### config.mk
export PLATFORM = sky130hd
export DESIGN_NAME = sprite_reader_flat
export DESIGN_NICKNAME = d
export VERILOG_FILES = /design/src/rtl/sprite_pkg.sv /design/src/rtl/sprite_reader_if.sv /design/src/rtl/sprite_skid_fifo.sv /design/src/rtl/sprite_reader.sv /design/src/flat_wrapper.sv
export SDC_FILE = /design/constraint.sdc
export NUM_CORES = 1
export LEC_CHECK = 0
export ABC_AREA = 1
export BUFFER_PORTS_ARGS = -buffer_cell sky130_fd_sc_hd__buf_2
export CAP_MARGIN = 10
export CORE_MARGIN = 10
export CORE_UTILIZATION = 50
export CTS_BUF_LIST = sky130_fd_sc_hd__clkbuf_8 sky130_fd_sc_hd__clkbuf_16
export CTS_CLUSTER_DIAMETER = 40
export DETAILED_ROUTE_END_ITERATION = 8
export GPL_ROUTABILITY_DRIVEN = 0
export PLACE_DENSITY = 0.69
export SYNTH_ARGS = -nofsm -noshare
export SYNTH_HDL_FRONTEND = slang
export SYNTH_SLANG_ARGS = --single-unit
export TNS_END_PERCENT = 20
### constraint.sdc
create_clock -name Clk -period 3.1 [get_ports Clk]
set_input_delay 0.31 -clock Clk [delete_from_list [all_inputs] [get_ports Clk]]
set_output_delay 0.31 -clock Clk [all_outputs]
set_load 0.03 [all_outputs]
### src/rtl/sprite_pkg.sv
// Shared constants and state encoding for the sprite reader and its pixel stream interface.
package sprite_pkg;

  localparam int ADDR_W = 15;
  localparam int DATA_W = 24;
  localparam int XY_W   = 5;

  localparam int                DEF_SPRITE_W        = 30;
  localparam int                DEF_SPRITE_H        = 29;
  localparam logic [DATA_W-1:0] DEF_TRANSPARENT_KEY = 24'hFF00FF;

  typedef enum logic [1:0] {
    IDLE,
    FETCH,
    DRAIN
  } state_t;

endpackage

### src/rtl/sprite_reader_if.sv
// Ready/valid pixel stream: the reader is the master, the pixel consumer is the slave.
interface sprite_reader_if;
  import sprite_pkg::*;

  logic              out_valid;
  logic              out_ready;
  logic [DATA_W-1:0] out_pixel;
  logic              out_transparent;
  logic [XY_W-1:0]   out_x;
  logic [XY_W-1:0]   out_y;
  logic              out_last;

  modport master (
    output out_valid, out_pixel, out_transparent, out_x, out_y, out_last,
    input  out_ready
  );

  modport slave (
    input  out_valid, out_pixel, out_transparent, out_x, out_y, out_last,
    output out_ready
  );

endinterface

### src/rtl/sprite_skid_fifo.sv
// Two-entry first-word-fall-through FIFO; an empty FIFO presents incoming data directly at its output.
module sprite_skid_fifo #(
  parameter int WIDTH = 24
) (
  input  logic             clk,
  input  logic             rst,
  input  logic             in_valid,
  input  logic [WIDTH-1:0] in_data,
  input  logic             out_ready,
  output logic             out_valid,
  output logic [WIDTH-1:0] out_data,
  output logic [1:0]       count
);

  logic [WIDTH-1:0] mem [2];
  logic             wr_ptr;
  logic             rd_ptr;
  logic             push;
  logic             pop;

  // A word arriving into an empty FIFO while the consumer is ready bypasses storage entirely.
  assign push      = in_valid && !((count == 2'd0) && out_ready);
  assign pop       = out_ready && (count != 2'd0);
  assign out_valid = (count != 2'd0) || in_valid;
  assign out_data  = (count != 2'd0) ? mem[rd_ptr] : in_data;

  always_ff @(posedge clk) begin
    if (rst) begin
      wr_ptr <= 1'b0;
      rd_ptr <= 1'b0;
      count  <= 2'd0;
    end else begin
      if (push) wr_ptr <= ~wr_ptr;
      if (pop)  rd_ptr <= ~rd_ptr;
      count <= count + 2'(push) - 2'(pop);
    end
  end

  // NOTE: storage has no reset; count and pointers alone decide which words are meaningful.
  always_ff @(posedge clk) begin
    if (push) mem[wr_ptr] <= in_data;
  end

endmodule

### src/rtl/sprite_reader.sv
// Sprite walker: reads a SPRITE_W x SPRITE_H sprite from synchronous RAM and streams it as ready/valid pixels.
// Define SPRITE_READER_MIRROR_EN to honour the mirror input (horizontal flip); otherwise mirror is ignored.
module sprite_reader
  import sprite_pkg::*;
#(
  parameter int                SPRITE_W        = DEF_SPRITE_W,
  parameter int                SPRITE_H        = DEF_SPRITE_H,
  parameter logic [DATA_W-1:0] TRANSPARENT_KEY = DEF_TRANSPARENT_KEY
) (
  input  logic              Clk,
  input  logic              Reset,
  input  logic              start,
  input  logic [ADDR_W-1:0] base_addr,
  input  logic              mirror,
  output logic [ADDR_W-1:0] read_address,
  input  logic [DATA_W-1:0] data_In,
  sprite_reader_if.master   stream,
  output logic              busy,
  output logic              done
);

`ifdef SPRITE_READER_MIRROR_EN
  localparam bit MIRROR_EN = 1'b1;
`else
  localparam bit MIRROR_EN = 1'b0;
`endif

  localparam logic [XY_W-1:0] X_MAX = XY_W'(SPRITE_W - 1);
  localparam logic [XY_W-1:0] Y_MAX = XY_W'(SPRITE_H - 1);

  state_t            state_q, state_d;
  logic [XY_W-1:0]   rd_x, rd_y;
  logic [XY_W-1:0]   beat_x, beat_y;
  logic [ADDR_W-1:0] row_base;
  logic [ADDR_W-1:0] col;
  logic              mirror_q;
  logic              rd_stage1, rd_stage2;
  logic [1:0]        fifo_count;
  logic              fifo_valid;
  logic [DATA_W-1:0] fifo_data;
  logic [2:0]        pending;
  logic              accept, issue, last_issue;
  logic              xfer, last_beat;

  // Reads owed to the FIFO: stored words plus both RAM pipeline stages, less the word leaving now.
  assign pending   = 3'(fifo_count) + 3'(rd_stage1) + 3'(rd_stage2) - 3'(xfer);
  assign col       = (mirror_q && MIRROR_EN) ? ADDR_W'(X_MAX - rd_x) : ADDR_W'(rd_x);
  assign xfer      = fifo_valid && stream.out_ready;
  assign last_beat = (beat_x == X_MAX) && (beat_y == Y_MAX);
  assign busy      = (state_q != IDLE) || done;

  always_comb begin
    // NOTE: every signal of this block gets a default first so no path can infer a latch.
    state_d    = state_q;
    accept     = 1'b0;
    issue      = 1'b0;
    last_issue = 1'b0;
    unique case (state_q)
      IDLE: begin
        if (start) begin
          accept  = 1'b1;
          state_d = FETCH;
        end
      end
      FETCH: begin
        issue      = (pending < 3'd2);
        last_issue = issue && (rd_x == X_MAX) && (rd_y == Y_MAX);
        if (last_issue) state_d = DRAIN;
      end
      DRAIN: begin
        if (xfer && last_beat) state_d = IDLE;
      end
      default: state_d = IDLE;
    endcase
  end

  // NOTE: all state updates are non-blocking so every register samples pre-edge values.
  always_ff @(posedge Clk) begin
    if (Reset) begin
      state_q      <= IDLE;
      rd_x         <= '0;
      rd_y         <= '0;
      row_base     <= '0;
      mirror_q     <= 1'b0;
      read_address <= '0;
      rd_stage1    <= 1'b0;
      rd_stage2    <= 1'b0;
      beat_x       <= '0;
      beat_y       <= '0;
      done         <= 1'b0;
    end else begin
      state_q   <= state_d;
      rd_stage1 <= issue;
      rd_stage2 <= rd_stage1;
      done      <= xfer && last_beat;

      if (accept) begin
        row_base <= base_addr;
        mirror_q <= mirror;
        rd_x     <= '0;
        rd_y     <= '0;
      end else if (issue) begin
        read_address <= row_base + col;
        if (rd_x == X_MAX) begin
          rd_x     <= '0;
          rd_y     <= rd_y + XY_W'(1);
          row_base <= row_base + ADDR_W'(SPRITE_W);
        end else begin
          rd_x <= rd_x + XY_W'(1);
        end
      end

      // Screen-side position of the beat at the FIFO head, independent of mirroring.
      if (xfer) begin
        if (beat_x == X_MAX) begin
          beat_x <= '0;
          beat_y <= last_beat ? '0 : beat_y + XY_W'(1);
        end else begin
          beat_x <= beat_x + XY_W'(1);
        end
      end
    end
  end

  sprite_skid_fifo #(
    .WIDTH (DATA_W)
  ) u_fifo (
    .clk       (Clk),
    .rst       (Reset),
    .in_valid  (rd_stage2),
    .in_data   (data_In),
    .out_ready (stream.out_ready),
    .out_valid (fifo_valid),
    .out_data  (fifo_data),
    .count     (fifo_count)
  );

  assign stream.out_valid       = fifo_valid;
  assign stream.out_pixel       = fifo_valid ? fifo_data : '0;
  assign stream.out_transparent = fifo_valid && (fifo_data == TRANSPARENT_KEY);
  assign stream.out_x           = beat_x;
  assign stream.out_y           = beat_y;
  assign stream.out_last        = fifo_valid && last_beat;

endmodule

### src/flat_wrapper.sv
// flat-port wrapper written by rule: the top's interface ports become plain ports
module sprite_reader_flat import sprite_pkg::*;
#(
  parameter int                SPRITE_W        = DEF_SPRITE_W,
  parameter int                SPRITE_H        = DEF_SPRITE_H,
  parameter logic [DATA_W-1:0] TRANSPARENT_KEY = DEF_TRANSPARENT_KEY
)
  (Clk, Reset, start, base_addr, mirror, read_address, data_In, busy, done, stream_out_valid, stream_out_pixel, stream_out_transparent, stream_out_x, stream_out_y, stream_out_last, stream_out_ready);
  sprite_reader_if stream_i ();
  input  logic Clk;
  input  logic Reset;
  input  logic start;
  input  logic [ADDR_W-1:0] base_addr;
  input  logic mirror;
  output logic [ADDR_W-1:0] read_address;
  input  logic [DATA_W-1:0] data_In;
  output logic busy;
  output logic done;
  output wire logic [$bits(stream_i.out_valid)-1:0] stream_out_valid;
  output wire logic [$bits(stream_i.out_pixel)-1:0] stream_out_pixel;
  output wire logic [$bits(stream_i.out_transparent)-1:0] stream_out_transparent;
  output wire logic [$bits(stream_i.out_x)-1:0] stream_out_x;
  output wire logic [$bits(stream_i.out_y)-1:0] stream_out_y;
  output wire logic [$bits(stream_i.out_last)-1:0] stream_out_last;
  input wire logic [$bits(stream_i.out_ready)-1:0] stream_out_ready;
  assign stream_out_valid = stream_i.out_valid;
  assign stream_out_pixel = stream_i.out_pixel;
  assign stream_out_transparent = stream_i.out_transparent;
  assign stream_out_x = stream_i.out_x;
  assign stream_out_y = stream_i.out_y;
  assign stream_out_last = stream_i.out_last;
  assign stream_i.out_ready = stream_out_ready;
  sprite_reader #(.SPRITE_W(SPRITE_W), .SPRITE_H(SPRITE_H), .TRANSPARENT_KEY(TRANSPARENT_KEY)) u_core (.Clk(Clk), .Reset(Reset), .start(start), .base_addr(base_addr), .mirror(mirror), .read_address(read_address), .data_In(data_In), .stream(stream_i), .busy(busy), .done(done));
endmodule
Word-level counts from Yosys, hierarchy flattened. Memory sizes are Yosys's and may differ from the RTL's. A register that Yosys moved wholly into a read port is not among the register bits. Index checks and enable logic that the tools add are counted.

Register bits: 59. RAM bits: 48. Bits of input ports: 44. Logic and storage cells: 83. Memories kept: 1.

Memories: u_core.u_fifo.mem (words 2, bits a word 24, rd ports 1, clocked after memory_dff 1, write ports 1, line sprite_skid_fifo.sv:15) `logic [WIDTH-1:0] mem [2];`.

Add/sub/neg operators: 11. Order comparisons: 1. Equal/unequal tests: 10. Muxes and demuxes: 19. Bitwise gates (word level): 3. Reductions and logical operators: 25.

Operators by type and width (count): $mux 24 (2); $mux 15 (3); $eq 24x24->1 const B (1); $add 5x1->5 const B (4); $eq 5x5->1 const B (4); $add 15x5->15 (1); $add 15x5->15 const B (1); $mux 5 (3); $logic_and 1x1->1 (10); $reduce_and 2->1 (4); $reduce_bool 2->1 (4); $mux 1 (7); $mux 2 (3); $pmux 2 s3 (1); $logic_not 2->1 (2); $ne 2x1->1 const B (2); $add 2x1->3 (1); $add 3x1->3 (1); $lt 3x2->1 const B (1); $not 1->1 (3); $reduce_and 3->1 (1); $sub 3x1->3 (1); $add 2x1->2 (1); $eq 2x1->1 const B (1); 6 further kinds (7).

Longest topological paths before layout.
Depth in word-level cells: 9. Mapped depth: 19. Mapped depth without buffers: 19.

Hierarchy. From an unflattened synthesis, not the netlist that was laid out.

Cell total of the unflattened synthesis: 797. Area total of the unflattened synthesis: 5945.7 um^2.

By module, submodules not included: sprite_reader (instances 1, cells an instance 581, area each 3661.0 um^2, sequential area each 1101.1 um^2); sprite_skid_fifo (instances 1, cells an instance 216, area each 2284.7 um^2, sequential area each 1541.5 um^2).

Worst setup path before layout. No wires, ideal clock.

Path type: register to register. Start point: reg u_core.u_fifo.count[0]. End point: reg u_core.read_address[10]. Setup time: 0.109 ns. Arrival time: 2.771 ns. Required time: 2.991 ns. Setup slack: 0.220 ns. Cell stages (with the launch flop): 18. Path through: dfxtp_1 -> nor2_4 -> nand2_2 -> nand2_2 -> inv_2 -> ha_1 -> inv_1 -> ha_1 -> a21o_1 -> fa_1 -> inv_1 -> nand3_2 -> nor2_4 -> buf_6 -> buf_4 -> nand3_1 -> nand2_1 -> inv_1.

Word-level cells in the longest chain between the ends: 7. Elaborated cells between the ends (all ways): 9. Those cells by class: add/sub (3); order compare (1); mux (1); reduce/logical (4).

Ends and longest elaborated chain: start, declared (line sprite_skid_fifo.sv:12) `output logic [1:0] count`; start signal, assigned (line sprite_skid_fifo.sv:35) `count <= count + 2'(push) - 2'(pop);`; $reduce_bool 2->1 (line sprite_skid_fifo.sv:24) `assign out_valid = (count != 2'd0) || in_valid;`; $logic_or 1x1->1 (line sprite_skid_fifo.sv:24); via stream_out_valid (line flat_wrapper.sv:19) `output wire logic [$bits(stream_i.out_valid)-1:0] stream_out_valid;`; $logic_and 1x1->1 (line sprite_reader.sv:48) `assign xfer = fifo_valid && stream.out_ready;`; via u_core.xfer (line sprite_reader.sv:43) `logic xfer, last_beat;`; $sub 3x1->3 (line sprite_reader.sv:46) `assign pending = 3'(fifo_count) + 3'(rd_stage1) + 3'(rd_stage2) - 3'(xfer);`; $lt 3x2->1 (line sprite_reader.sv:66) `issue = (pending < 3'd2);`; $mux 1 (line sprite_reader.sv:58) `unique case (state_q)`; $reduce_and 2->1 (no line); end signal, assigned (line sprite_reader.sv:103) `read_address <= row_base + col;`; end, declared (line sprite_reader.sv:15) `output logic [ADDR_W-1:0] read_address,`.

The timed path passes the listed nets, and every way through them passes these cells. A chain may end at the register's enable or synchronous reset.

Final worst setup path.
Start point: reg u_core.u_fifo.count[0]. End point: reg u_core.rd_y[0].

Word-level cells in the longest chain between the ends: 7. Elaborated cells between the ends (all ways): 9. Those cells by class: add/sub (3); order compare (1); mux (1); reduce/logical (4).

Ends and longest elaborated chain: $reduce_bool 2->1 (line sprite_skid_fifo.sv:24); $logic_or 1x1->1 (line sprite_skid_fifo.sv:24); $logic_and 1x1->1 (line sprite_reader.sv:48); via u_core.xfer (line sprite_reader.sv:43); $sub 3x1->3 (line sprite_reader.sv:46); $lt 3x2->1 (line sprite_reader.sv:66); $mux 1 (line sprite_reader.sv:58); $reduce_and 2->1 (no line); end signal, assigned (line sprite_reader.sv:106) `rd_y <= rd_y + XY_W'(1);`; end, declared (line sprite_reader.sv:32) `logic [XY_W-1:0] rd_x, rd_y;`.

The timed path passes the listed nets, and every way through them passes these cells.

==> impl_results.md <==
- R2R Setup Slk: 0.19 ns
- Fin Clk Skew: 0.00539 ns
- Max-cap viol count: 0
- Fin. max-slew vios: 0
- DR vias/cell: 5.07
- Max FO, Critical Path: 7
- Largest area contributor in the netlist: edfxtp_1
- Leakage power figure: 3.27 nW
- Reg2Reg Launch Point: u_core.u_fifo.count[0]
- Total Die Area: around 16000 sq um
- Ant. Diodes: 0
- Top cell type's share of synthesized area: 25.0%
- Gr usage total: approximately 17%
- Final period util: 94.0%
- Row cnt: 39
- WL final: between 10000 and 15000 um
- Reg clk slew, reported paths: 0.07 ns
- Initial core utilization: 50.8%
- H-Tree Depth: 3
- Main combinational cell family by area after synthesis: simple AND/OR/NAND/NOR gates
- Fmax: 343 MHz
- Ys Warns: 0
- CTS Hold Bufs: 0
- WS Path Type: reg2reg
- CP Data Required Time: 3.34 ns
- CP Launch Type: register
- Worst min path class: in2reg
- CP endpoint kind: register
- Syn Nets: 842
- Maximum vdd ir drop: 0.000423 V
- Crit path arrival time: 3.15 ns
- Commonest cells in the synthesized netlist: nand2_1 (241), nor2_1 (104), inv_1 (88)
- Layout Nets: 946
- First-pass GRT wire length: approximately 23000 um
- Initial antenna violation count: 0
- Worst-Skew Late Latency: 0.35 ns
- Die X: around 130 um
- Post-synthesis adder-cell area fraction: 4.59%
- Post-synth EDFFs: 48
- Synth Area in XOR/XNOR: 1.82%
- Post-synthesis sequential area ratio: between 40% and 50%
- Simple-gate portion of the synthesized area: around a third
- Synthesized area: around 5800 sq um
- Power Dens Cells: about 810 nW/um^2
- Tot Pwr: roughly 0.0055 W
- Mean post-synth cell area: 7.43 sq um
- DR pass1 iterations: 5
- Num ports: 98
- Post-route setup TNS: 0 ns
- Share of cells above drive strength 1: between 10% and 20%
- Starting DRT DRC Count: about 360
- Status: finished clean
- Num CTS Buffers: 9
- Slew HR: 51.9%
- Via Count: ~5200
- Syn Inst Count: 778
- Reg2reg end: u_core.rd_y[0]
- Critical path destination: u_core.rd_y[0]
- I/O Buffers: 96
- CTS tree: yes
- Proportion of synthesized area in mux cells: 0%
- Count leader, synth: nand2_1
- Final hold viol count: 0
- P&R area growth vs syn: 17.4%
- Post-route minimum period: roughly 3 ns
- DRT antenna net count: 0
- Vias in the first global route: 4871
- DRC viols: 0
- Total global routing overflow: 0
- Clk root buf: clkbuf_16
- Routed WL per cell: 13.6 um
- Seq cells post-synth: 108
- R2R cell count: 17
- # clock sinks: 108
- Dominant cells by area after synthesis: edfxtp_1 (25%), dfxtp_1 (21%), nand2_1 (16%), nor2_1 (6.8%), nand3_1 (6.2%)
- Top_reg_cell synth: dfxtp_1
- WHS Path Cells: 1
- Final setup fails: 0
- Largest net degree at the start of global routing: 26
- Synth Area in Compound Gates: 7.02%
- Critical Path Source: u_core.u_fifo.count[0]
- Unique masters post-synth: 38
- DIE HEIGHT: 127 um
- Worst Tran Pin Value: slightly above 0.7 ns
- Core footprint: ~11000 sq um
- RSZ-0062 raised after global routing: false
- Hpwl dp: 10300 um
- Dpl cell area: about 6400 sq um
- Async SR Flop Fraction: 0%
- Post-route cell area: 6780 sq um
- CTS Buffer Depth: 2
final cells by class:
type                            instances  area [sq um]
Sequential cell                       108          2650
Tap cell                              143           179
Clock buffer                           10           239
Timing Repair Buffer                  112           606
Clock inverter                          6          70.1
Inverter                               94           353
Fill cell                            1043          4590
Multi-Input combinational cell        557          2690
worst min path at each step:
| stage | from | end | slack (ns) |
|---|---|---|---|
| after global placement | u_core.rd_stage1 | u_core.rd_stage2 | 0.42 |
| final | data_In[20] | u_core.u_fifo.mem[0][20] | 0.16 |
| after detailed placement | u_core.rd_stage1 | u_core.rd_stage2 | 0.42 |
| after CTS | data_In[22] | u_core.u_fifo.mem[1][22] | 0.15 |
| after floorplan | u_core.rd_stage1 | u_core.rd_stage2 | 0.41 |
| after global routing | data_In[20] | u_core.u_fifo.mem[1][20] | 0.15 |
placed cells by master (no fill, tap or decap), types with 2 or more instances in the layout:
cell,count
clkinv_1,2
nand2_4,5
nand4_1,7
dfxtp_2,2
dfxtp_1,58
xnor2_1,4
clkinvlp_4,2
or2_2,5
nor2_1,102
nor2_2,3
inv_2,6
ha_1,18
a21oi_1,33
nand2_2,7
buf_4,13
o21ai_0,24
buf_2,96
nor3_1,4
a31oi_1,2
o21ai_1,4
o21a_1,4
edfxtp_1,48
o211ai_1,3
nand3_1,71
buf_6,2
xor2_1,8
inv_1,86
nand2_1,240
nor2_4,2
clkbuf_16,9
fa_1,2
stage by stage:
step	hold slack [ns]	cells	util (%)	setup slack [ns]
floorplan	0.407	778	-	0.220
global placement	0.416	1008	56.3	0.229
detailed placement	0.424	1008	56.3	0.131
CTS	0.150	1024	59.1	0.121
global route	0.153	1030	59.7	0.00185
finish	0.159	1030	59.7	0.186
state kept, by name, summed over array words and instances (netlist names), 2 cells and up, named ones only:
| name | flops |
|---|---|
| u_core.state_q | 2 |
| u_core.row_base | 15 |
| u_core.rd_x | 5 |
| u_core.u_fifo.count | 2 |
| u_core.u_fifo.mem | 48 |
| u_core.stream.out_y | 5 |
| u_core.read_address | 15 |
| u_core.stream.out_x | 5 |
| u_core.rd_y | 5 |
logic make-up after synthesis:
group,count (synthesis)
flops,108
buf+inv,114
simple gates,450
xor+xnor,12
fa+ha+maj,20
compound gates,74
report_power, final:
group / switching (W) / internal, W / total [W]
registers: 0.000126 / 0.00166 / 0.00178
logic: 0.00176 / 0.000765 / 0.00253
clock network: 0.000529 / 0.000656 / 0.00118
worst max-delay path, stage by stage, from the launching register on:
cell      delay (ns)
dfxtp_2         0.35
nor2_4          0.12
nand2_2         0.08
nand2_4         0.09
inv_2           0.07
ha_1            0.28
inv_1           0.04
ha_1            0.26
a21o_1          0.18
fa_1            0.45
inv_2           0.08
nand3_2         0.10
nor2_4          0.20
nand2_4         0.11
clkbuf_2        0.15
buf_4           0.13
nand2_1         0.05
a21oi_1         0.06
routing by layer:
metal / GRT usage (%) / part of all wire, % / up-vias
met2: 29.3 / 49 / 133
met5: 0 / 0 / -
met4: 5.49 / 1.1 / 0
met1: 20.3 / 43 / 2376
met3: 4.18 / 6.5 / 13
li1: - / - / 2697
what timing repair did:
item | 4_1_cts | 5_1_grt
resized for setup | 0 | 11
endpoints found under the setup margin | 0 | 32
hold endpoints to repair | 0 | 0
buffers inserted | 0 | 5
Note: power is estimated with default switching activity, not from simulation.
